**config.mk**
```make
export PLATFORM = sky130hd
export DESIGN_NAME = data_mem_bridge
export DESIGN_NICKNAME = d
export VERILOG_FILES = /design/src/rtl/data_mem_bridge.sv
export SDC_FILE = /design/constraint.sdc
export NUM_CORES = 1
export LEC_CHECK = 0
export ABC_AREA = 1
export ABC_CLOCK_PERIOD_IN_PS = 4300
export CAP_MARGIN = 20
export CORE_UTILIZATION = 44
export DETAILED_ROUTE_END_ITERATION = 6
export PLACE_DENSITY = 0.9
export SKIP_CTS_REPAIR_TIMING = 1
export SYNTH_ARGS = -nofsm -noshare
export SYNTH_HDL_FRONTEND = slang
export SYNTH_SLANG_ARGS = --single-unit
```
**constraint.sdc**
```tcl
create_clock -name clk -period 4.3 [get_ports clk]
set_clock_uncertainty 0.15 [all_clocks]
set_input_delay 0.86 -clock clk [delete_from_list [all_inputs] [get_ports clk]]
set_output_delay 0.86 -clock clk [all_outputs]
set_load 0.005 [all_outputs]
```
**src/rtl/data_mem_bridge.sv**
```systemverilog
// -----------------------------------------------------------------------------
// data_mem_bridge
//
// Serializes DATA_MEM_CHANNELS independent valid/ready read/write request
// channels onto a single-port synchronous SRAM that has a 1-cycle read
// latency. Channels are arbitrated round-robin. Only one access is in flight
// at a time. Each completed request gets a one-cycle ready pulse.
//
// Ports
//   clk, rst_n                  clock; synchronous active-low reset
//   data_mem_read_valid/addr    per-channel read request
//   data_mem_read_ready/data    per-channel read completion pulse and data
//   data_mem_write_valid/addr/data  per-channel write request
//   data_mem_write_ready        per-channel write completion pulse
//   sram_en/we/addr/wdata       SRAM command (registered)
//   sram_rdata                  SRAM read data, valid the cycle after a read
//   busy                        high whenever the FSM is not idle
//
// States
//   state     | meaning
//   S_IDLE    | arbitrate among eligible channels; latch the winner
//   S_ISSUE   | SRAM command is on the bus (sram_en=1)
//   S_CAPTURE | read data is returned by the SRAM; capture it
//   S_ACK     | ready pulse to the granted channel; arm its cooldown
// -----------------------------------------------------------------------------
module data_mem_bridge #(
  parameter int DATA_WIDTH        = 8,
  parameter int DATA_ADDR_WIDTH   = 8,
  parameter int DATA_MEM_CHANNELS = 4
) (
  input  logic                         clk,
  input  logic                         rst_n,
  input  logic [DATA_MEM_CHANNELS-1:0] data_mem_read_valid,
  input  logic [DATA_ADDR_WIDTH-1:0]   data_mem_read_addr   [DATA_MEM_CHANNELS],
  output logic [DATA_MEM_CHANNELS-1:0] data_mem_read_ready,
  output logic [DATA_WIDTH-1:0]        data_mem_read_data   [DATA_MEM_CHANNELS],
  input  logic [DATA_MEM_CHANNELS-1:0] data_mem_write_valid,
  input  logic [DATA_ADDR_WIDTH-1:0]   data_mem_write_addr  [DATA_MEM_CHANNELS],
  input  logic [DATA_WIDTH-1:0]        data_mem_write_data  [DATA_MEM_CHANNELS],
  output logic [DATA_MEM_CHANNELS-1:0] data_mem_write_ready,
  output logic                         sram_en,
  output logic                         sram_we,
  output logic [DATA_ADDR_WIDTH-1:0]   sram_addr,
  output logic [DATA_WIDTH-1:0]        sram_wdata,
  input  logic [DATA_WIDTH-1:0]        sram_rdata,
  output logic                         busy
);

  localparam int CH_W = (DATA_MEM_CHANNELS > 1) ? $clog2(DATA_MEM_CHANNELS) : 1;
  localparam logic [CH_W-1:0] LAST_CH = CH_W'(DATA_MEM_CHANNELS - 1);
  localparam logic [CH_W:0]   NUM_CH  = (CH_W+1)'(DATA_MEM_CHANNELS);

  typedef enum logic [1:0] {
    S_IDLE    = 2'd0,
    S_ISSUE   = 2'd1,
    S_CAPTURE = 2'd2,
    S_ACK     = 2'd3
  } state_t;

  state_t state_q, state_d;

  logic [CH_W-1:0]              grant_q, grant_d;
  logic [CH_W-1:0]              rr_ptr_q, rr_ptr_d;
  logic                         op_we_q, op_we_d;
  logic [DATA_MEM_CHANNELS-1:0] cooldown_q, cooldown_d;

  logic                         sram_en_d, sram_we_d;
  logic [DATA_ADDR_WIDTH-1:0]   sram_addr_d;
  logic [DATA_WIDTH-1:0]        sram_wdata_d;
  logic [DATA_MEM_CHANNELS-1:0] read_ready_d, write_ready_d;
  logic                         busy_d;
  logic                         capture_en;

  logic [DATA_MEM_CHANNELS-1:0] eligible;
  logic                         pick_found;
  logic [CH_W-1:0]              pick_idx;
  logic [CH_W:0]                cand;

  // Round-robin pick: first eligible channel at or after rr_ptr, wrapping.
  // cand is one bit wider than a channel index so rr_ptr + i cannot overflow
  // before the modulo correction.
  always_comb begin
    eligible   = (data_mem_read_valid | data_mem_write_valid) & ~cooldown_q;
    pick_found = 1'b0;
    pick_idx   = '0;
    cand       = '0;
    for (int i = 0; i < DATA_MEM_CHANNELS; i++) begin
      cand = {1'b0, rr_ptr_q} + (CH_W+1)'(i);
      if (cand >= NUM_CH) begin
        cand = cand - NUM_CH;
      end
      if (!pick_found && eligible[cand[CH_W-1:0]]) begin
        pick_found = 1'b1;
        pick_idx   = cand[CH_W-1:0];
      end
    end
  end

  // Next-state and next-output logic. Outputs are registered, so the SRAM
  // command is computed on the IDLE->ISSUE transition and the ready pulse on
  // the CAPTURE->ACK transition.
  always_comb begin
    state_d       = state_q;
    grant_d       = grant_q;
    rr_ptr_d      = rr_ptr_q;
    op_we_d       = op_we_q;
    cooldown_d    = cooldown_q;
    sram_en_d     = 1'b0;
    sram_we_d     = 1'b0;
    sram_addr_d   = '0;
    sram_wdata_d  = '0;
    read_ready_d  = '0;
    write_ready_d = '0;
    capture_en    = 1'b0;

    case (state_q)
      S_IDLE: begin
        cooldown_d = '0;
        if (pick_found) begin
          state_d   = S_ISSUE;
          grant_d   = pick_idx;
          // A write beats a read on the same channel; the read stays
          // pending and wins a later grant.
          op_we_d   = data_mem_write_valid[pick_idx];
          rr_ptr_d  = (pick_idx == LAST_CH) ? '0 : pick_idx + CH_W'(1);
          sram_en_d = 1'b1;
          sram_we_d = op_we_d;
          if (op_we_d) begin
            sram_addr_d  = data_mem_write_addr[pick_idx];
            sram_wdata_d = data_mem_write_data[pick_idx];
          end else begin
            sram_addr_d  = data_mem_read_addr[pick_idx];
          end
        end
      end
      S_ISSUE: begin
        state_d = S_CAPTURE;
      end
      S_CAPTURE: begin
        state_d    = S_ACK;
        capture_en = !op_we_q;
        if (op_we_q) begin
          write_ready_d[grant_q] = 1'b1;
        end else begin
          read_ready_d[grant_q] = 1'b1;
        end
      end
      S_ACK: begin
        state_d             = S_IDLE;
        // Mask the just-served channel for one idle cycle so a requester
        // still holding valid right after its pulse is not granted twice.
        cooldown_d          = '0;
        cooldown_d[grant_q] = 1'b1;
      end
      default: begin
        state_d = S_IDLE;
      end
    endcase

    busy_d = (state_d != S_IDLE);
  end

  always_ff @(posedge clk) begin
    if (!rst_n) begin
      state_q <= S_IDLE;
    end else begin
      state_q <= state_d;
    end
  end

  always_ff @(posedge clk) begin
    if (!rst_n) begin
      grant_q              <= '0;
      rr_ptr_q             <= '0;
      op_we_q              <= 1'b0;
      cooldown_q           <= '0;
      sram_en              <= 1'b0;
      sram_we              <= 1'b0;
      sram_addr            <= '0;
      sram_wdata           <= '0;
      data_mem_read_ready  <= '0;
      data_mem_write_ready <= '0;
      busy                 <= 1'b0;
      for (int c = 0; c < DATA_MEM_CHANNELS; c++) begin
        data_mem_read_data[c] <= '0;
      end
    end else begin
      grant_q              <= grant_d;
      rr_ptr_q             <= rr_ptr_d;
      op_we_q              <= op_we_d;
      cooldown_q           <= cooldown_d;
      sram_en              <= sram_en_d;
      sram_we              <= sram_we_d;
      sram_addr            <= sram_addr_d;
      sram_wdata           <= sram_wdata_d;
      data_mem_read_ready  <= read_ready_d;
      data_mem_write_ready <= write_ready_d;
      busy                 <= busy_d;
      // Only the granted channel's data register ever changes; the others
      // keep their last captured word.
      if (capture_en) begin
        data_mem_read_data[grant_q] <= sram_rdata;
      end
    end
  end

endmodule

```
**Word-level counts from Yosys, hierarchy flattened**

Cells that the tools add are included.

- Input bits: 114
- Output and inout port bits: 59
- Bits in registers: 70
- Word-level logic and storage cells: 110

- Order comparisons: 14
- Reduce and logical (&&, ||, !) cells: 18
- Bitwise logic cells: 7
- Mux-type cells: 43
- Add/subtract/negate cells: 8
- Eq/ne operators: 4

Operators by type and width:

| kind | number |
|---|---|
| two-way mux 8 bit | 8 |
| binary-select mux 8 bit (select 2 bit) | 3 |
| bitwise mux 32 bit | 1 |
| two-way mux 2 bit | 10 |
| less-than comparator 2 x 3 -> 1 bit (second input constant) | 6 |
| demux 8 bit (select 2 bit) | 1 |
| >= comparator 3 bit (second input constant) | 5 |
| two-way mux 1 bit | 12 |
| binary-select mux 1 bit (select 2 bit) | 5 |
| case mux 2 bit (4 select lines) | 1 |
| case mux 4 bit (2 select lines) | 1 |
| subtractor 2 x 1 -> 2 bit (second input constant) | 4 |
| adder 2 x 2 -> 3 bit (second input constant) | 2 |
| == test 2 bit (second input constant) | 3 |
| NOT 2 -> 3 bit | 2 |
| AND reduction 3 bit | 2 |
| logical AND 1 bit | 5 |
| bitwise AND 4 bit | 1 |
| logical NOT 1 bit | 4 |
| NOT 4 bit | 1 |
| OR 4 bit | 1 |
| AND reduction 2 bit | 2 |
| AND reduction 4 bit | 1 |
| nonzero test 2 bit | 2 |
| 10 further kinds | 11 |

**Depth between registers and ports, before layout**

- Word-level depth: 19
- Depth in mapped cells: 18
- Mapped depth without buffers: 17

**Worst setup path before layout**

No wires, ideal clock.

- Path type: input-to-reg
- Start: input data_mem_write_valid[2]
- End: register sram_addr[3]
- Stages: 15
- Path slack: 1.809 ns
- Arrival: 2.229 ns
- Library setup time: 0.113 ns
- Data required time: 4.037 ns
- Cells stage by stage: inv_1 -> nand2_1 -> nand3_1 -> nand2_2 -> o21ai_4 -> nand3_1 -> nand2_1 -> nand2_1 -> o21ai_2 -> nand3_1 -> nand2_2 -> buf_6 -> nand2_1 -> nand2_1 -> nor2_1

- Word-level cells in the longest chain between the ends: 19
- Elaborated cells between the ends (all ways): 35
- Those cells by class: mux: 25; bitwise: 3; reduce/logical: 7

RTL lines:

| item | RTL line | source |
|---|---|---|
| start: declaration | 37 | `input logic [DATA_MEM_CHANNELS-1:0] data_mem_write_valid,` |
| OR 4 bit | 83 | `eligible = (data_mem_read_valid \| data_mem_write_valid) & ~cooldown_q;` |
| bitwise AND 4 bit | 83 |  |
| binary-select mux 1 bit (select 2 bit) | 92 | `if (!pick_found && eligible[cand[CH_W-1:0]]) begin` |
| two-way mux 1 bit (implied by the code) | 92 |  |
| two-way mux 1 bit | 92 |  |
| logical NOT 1 bit | 92 |  |
| logical AND 1 bit | 92 |  |
| two-way mux 1 bit | 92 |  |
| (+2 left out) | n/a |  |
| two-way mux 1 bit | 92 |  |
| logical NOT 1 bit | 92 |  |
| logical AND 1 bit | 92 |  |
| two-way mux 2 bit | 92 |  |
| NOT 2 -> 3 bit (implied by the code) | 129, 132 |  |
| binary-select mux 8 bit (select 2 bit), on equally long branches | 132, 129 |  |
| two-way mux 8 bit, on equally long branches (2 in a row) | 132, 129 |  |
| two-way mux 8 bit | 128 | `if (op_we_d) begin` |
| end signal: assignment | 194 | `sram_addr <= sram_addr_d;` |
| end: declaration | 43 | `output logic [DATA_ADDR_WIDTH-1:0] sram_addr,` |

Several ways; a longest one is shown, not always the timed one. The select of a mux whose other input is x is not followed.
A chain may end at the register's enable or synchronous reset.

**Final worst setup path**

- Start: input data_mem_write_valid[0]
- End: register sram_addr[0]

The elaborated chain is that of the path after synthesis.

==> summary.txt <==
Status
  – Outcome: completed

STA
  – WHS: 361 ps
  – Number of hold violations in the final report: 0
  – Count of final setup violators: 0
  – Minimum clock period: 3150 ps
  – Setup Total Neg Slack: 0 ps
  – Max-slew violation count: 0
  – Actual slew at the worst max-slew pin: 549 ps
  – Unrepaired setup endpoints after global routing: false
  – Max Clock Freq: 0.317 GHz
  – Period utilization: 73.3%
  – Relative slew margins: 63.3%

Logic synthesis
  – Synthesized area: 3630 sq um
  – Most frequent cell after synthesis: sky130_fd_sc_hd__nor2_1
  – Mean area per synthesized cell: 6.62 sq um
  – Number of enable flip-flop cells after synthesis: 0
  – Ys flop type: sky130_fd_sc_hd__dfxtp_1
  – Nets in the synthesized netlist: 666
  – Sequential area share after synthesis: 38.6%
  – Area share of the largest cell type after synthesis: 38.6%
  – Cell types occupying the most area after synthesis: sky130_fd_sc_hd__dfxtp_1 39%, sky130_fd_sc_hd__nor2_1 11%, sky130_fd_sc_hd__nand3_1 9.9%
  – Most numerous cell types in the synthesized netlist: 108 x sky130_fd_sc_hd__nor2_1, 96 x sky130_fd_sc_hd__nand2_1, 72 x sky130_fd_sc_hd__nand3_1
  – Count of mapped cells out of synthesis: 549
  – Cell variety after synth: 26
  – Proportion of synthesized flip-flops having asynchronous set or reset: 0%
  – Cell type contributing the most total cell area after synthesis: sky130_fd_sc_hd__dfxtp_1
  – Post-synthesis sequential element count: 70
  – Synth warnings: 0

Pwr
  – Proportion of power drawn by combinational gates: 61.6%
  – Portion of total power attributed to the clock network: 15.3%
  – Register share of total power: 23.1%
  – Net Switching: 1.81 mW
  – Pwr Density: 681 nW/um^2
  – Total chip power: 3.81 mW
  – Leak pwr: 2.50 nW
  – Switching share of power: 47.6%
  – Internal: 2.00 mW
  – Highest ir drop seen on vdd: 0.385 mV

Placed design
  – Half-perimeter wire length after detailed placement: 9280 um
  – Cell Area, Placed: 5380 sq um
  – I/O Buffers: 172
  – Routability Congestion: 0.984

Drt
  – Drc violations: 0
  – Final WL: 12,700 um
  – Detailed-routing iteration count for the pre-antenna-repair pass: 5
  – Mean routed wirelength per cell: 15.5 um
  – Vias: 4,323
  – Remaining antenna violation count after routing: 0
  – Iteration-0 DRC Markers: 252
  – Detailed-route vias per instance: 5.27

Clocking
  – TritonCTS clock tree: yes
  – Largest buffer count on any clock path: 2
  – Clock root buffer master: sky130_fd_sc_hd__clkbuf_8
  – Total CTS buffers: 9
  – Clock transition at the register clock pins on the worst setup and hold paths after CTS: 80 ps
  – CTS H-tree lvls: 3
  – Num Clock Sinks: 70
  – Clock insertion delay at the later pin of the skew report: 330 ps

Finish
  – Total area of sequential cells: 1400 sq um
  – Final-stage net count: 830
  – Final design area excluding fillers: 5590 sq um
  – Fraction of final layout cells sized beyond drive strength 1: 4.87%
  – Area delta synth->final: 53.9%
  – Multi-input gate area in the final layout: 1860 sq um
  – Antenna Cells: 0
  – Fill cell instance count of the final layout: 663

Critical path
  – CP max-delay cell: sky130_fd_sc_hd__clkdlybuf4s50_1
  – Maximum fanout along the worst path: 56
  – Worst Reg-to-Reg Cells: 16
  – CP Data Arrival Time: 3230 ps
  – Crit Path Category: input pin to register
  – Critical Path RT: 4380 ps
  – Critical Path Sink Type: register
  – Peak per-stage delay on the critical path: 480 ps
  – Cell type with the highest occurrence count on the critical path: sky130_fd_sc_hd__nand2_1
  – Startpoint Class: input pin
  – Crit-path cells: clkdlybuf4s50_1 -> inv_1 -> nand2_1 -> nand3_1 -> nand2_1 -> nand2_1 -> nand2_1 -> nand2_1 -> nand3_1 -> nand2_2 -> nand2_2 -> buf_4 -> nand2_1 -> nand3_1 -> nand2_1 -> nor2_1 -> nor2_1

Global route
  – Number of global-route vias before repair: 4,147
  – Wire length of the first global-routing pass: 19,800 um
  – GRT Total Usage: 28.9%
  – Initial antenna violation count: 0
  – Largest net degree at the start of global routing: 57
  – Total overflow reported by the global router: 0

Floorplan
  – Die span in x: 92.9 um
  – Die Span Y: 92.9 um
  – Effective utilization at floorplan: 46.3%
  – I/O pin count: 173
  – Number of placement rows: 32
  – Area of the die: 8620 sq um
  – Core ar.: 7850 sq um

Hold path
  – Tightest Hold Check Type: register to register
  – Worst hold path stage count: 2

Job
  – Max Cap Violations: 0
registers in the layout, indices dropped and copies added (netlist names), 2 cells and up:
name                  cells
data_mem_write_ready      4
state_q                   2
sram_addr                 8
data_mem_read_ready       4
rr_ptr_q                  2
cooldown_q                4
sram_wdata                8
data_mem_read_data       32
grant_q                   2
layout by cell type, fill, tap and decap left out:
cell type / Yosys / routed
sky130_fd_sc_hd__a21oi_1: 29 / 29
sky130_fd_sc_hd__a21oi_4: 1 / 1
sky130_fd_sc_hd__a31oi_1: 1 / 1
sky130_fd_sc_hd__buf_4: 0 / 7
sky130_fd_sc_hd__bufinv_16: 0 / 2
sky130_fd_sc_hd__clkbuf_1: 8 / 2
sky130_fd_sc_hd__clkbuf_8: 0 / 9
sky130_fd_sc_hd__clkdlybuf4s50_1: 0 / 172
sky130_fd_sc_hd__clkinv_1: 4 / 4
sky130_fd_sc_hd__clkinv_2: 0 / 1
sky130_fd_sc_hd__clkinv_4: 0 / 1
sky130_fd_sc_hd__dfxtp_1: 70 / 70
sky130_fd_sc_hd__ha_1: 3 / 3
sky130_fd_sc_hd__inv_1: 52 / 52
sky130_fd_sc_hd__inv_2: 1 / 1
sky130_fd_sc_hd__inv_6: 0 / 1
sky130_fd_sc_hd__nand2_1: 96 / 96
sky130_fd_sc_hd__nand2_2: 7 / 7
sky130_fd_sc_hd__nand3_1: 72 / 72
sky130_fd_sc_hd__nand3b_1: 17 / 17
sky130_fd_sc_hd__nand4_1: 1 / 1
sky130_fd_sc_hd__nand4_2: 1 / 1
sky130_fd_sc_hd__nor2_1: 108 / 108
sky130_fd_sc_hd__o21ai_0: 42 / 42
sky130_fd_sc_hd__o21ai_1: 9 / 9
sky130_fd_sc_hd__o21ai_2: 2 / 2
sky130_fd_sc_hd__o21ai_4: 1 / 1
sky130_fd_sc_hd__o22ai_1: 4 / 4
sky130_fd_sc_hd__xnor2_2: 1 / 1
sky130_fd_sc_hd__xor2_1: 1 / 1
per-layer routing:
| layer | global-route usage [%] | share of wire, % |
|---|---|---|
| met1 | 31.8 | 38 |
| met2 | 52.1 | 49 |
| met3 | 9.44 | 11 |
| met4 | 8.97 | 2.3 |
| met5 | 0 | 0 |
final cells by class:
cell class              instances  share of cell area (%)
multi-input cells             396                    33.3
clock inverters                 5                    1.48
flip-flops and latches         70                    25.1
inverters                      57                    3.83
well taps                     102                    2.28
clock buffers                  11                    2.35
repair buffers                179                    31.7
path summary, 6_finish.rpt:
check	start	slack, ps	end
worst min register to register	op_we_q	360	op_we_q
worst max-delay path	data_mem_write_valid[0]	1150	sram_addr[0]
worst max register to register	rr_ptr_q[0]	1590	sram_addr[0]
worst min-delay path	op_we_q	360	op_we_q
power by group through the flow:
stage	Sequential, mW	Clock, mW	Combinational (mW)
after floorplan	0.863	0	1.72
after global placement	0.885	0	2.22
after detailed placement	0.889	0	2.30
after CTS	0.877	0.591	2.32
after global routing	0.892	0.623	2.62
final	0.879	0.583	2.35
critical path: cells and delay by family:
family | cells | cell delay [ps]
buffers and inverters | 3 | 1010
AND/OR/NAND/NOR | 14 | 1330
metrics by stage:
step	setup WS, ps	util [%]	cells
floorplan	1810	-	549
global placement	1010	68.5	804
detailed placement	894	68.5	804
CTS	1240	71.3	820
global route	876	71.3	820
finish	1150	71.3	820
cell families (layout without fill, tap and decap cells):
logic type      after synthesis  in the layout  synth area share (%)
flops                        70             70                  38.6
fa+ha+maj                     3              3                  1.03
simple gates                302            302                  36.2
compound gates               89             89                  13.3
buf+inv                      83            252                  10.2
xor+xnor                      2              2                 0.689
(Power assumes the default switching activity.)
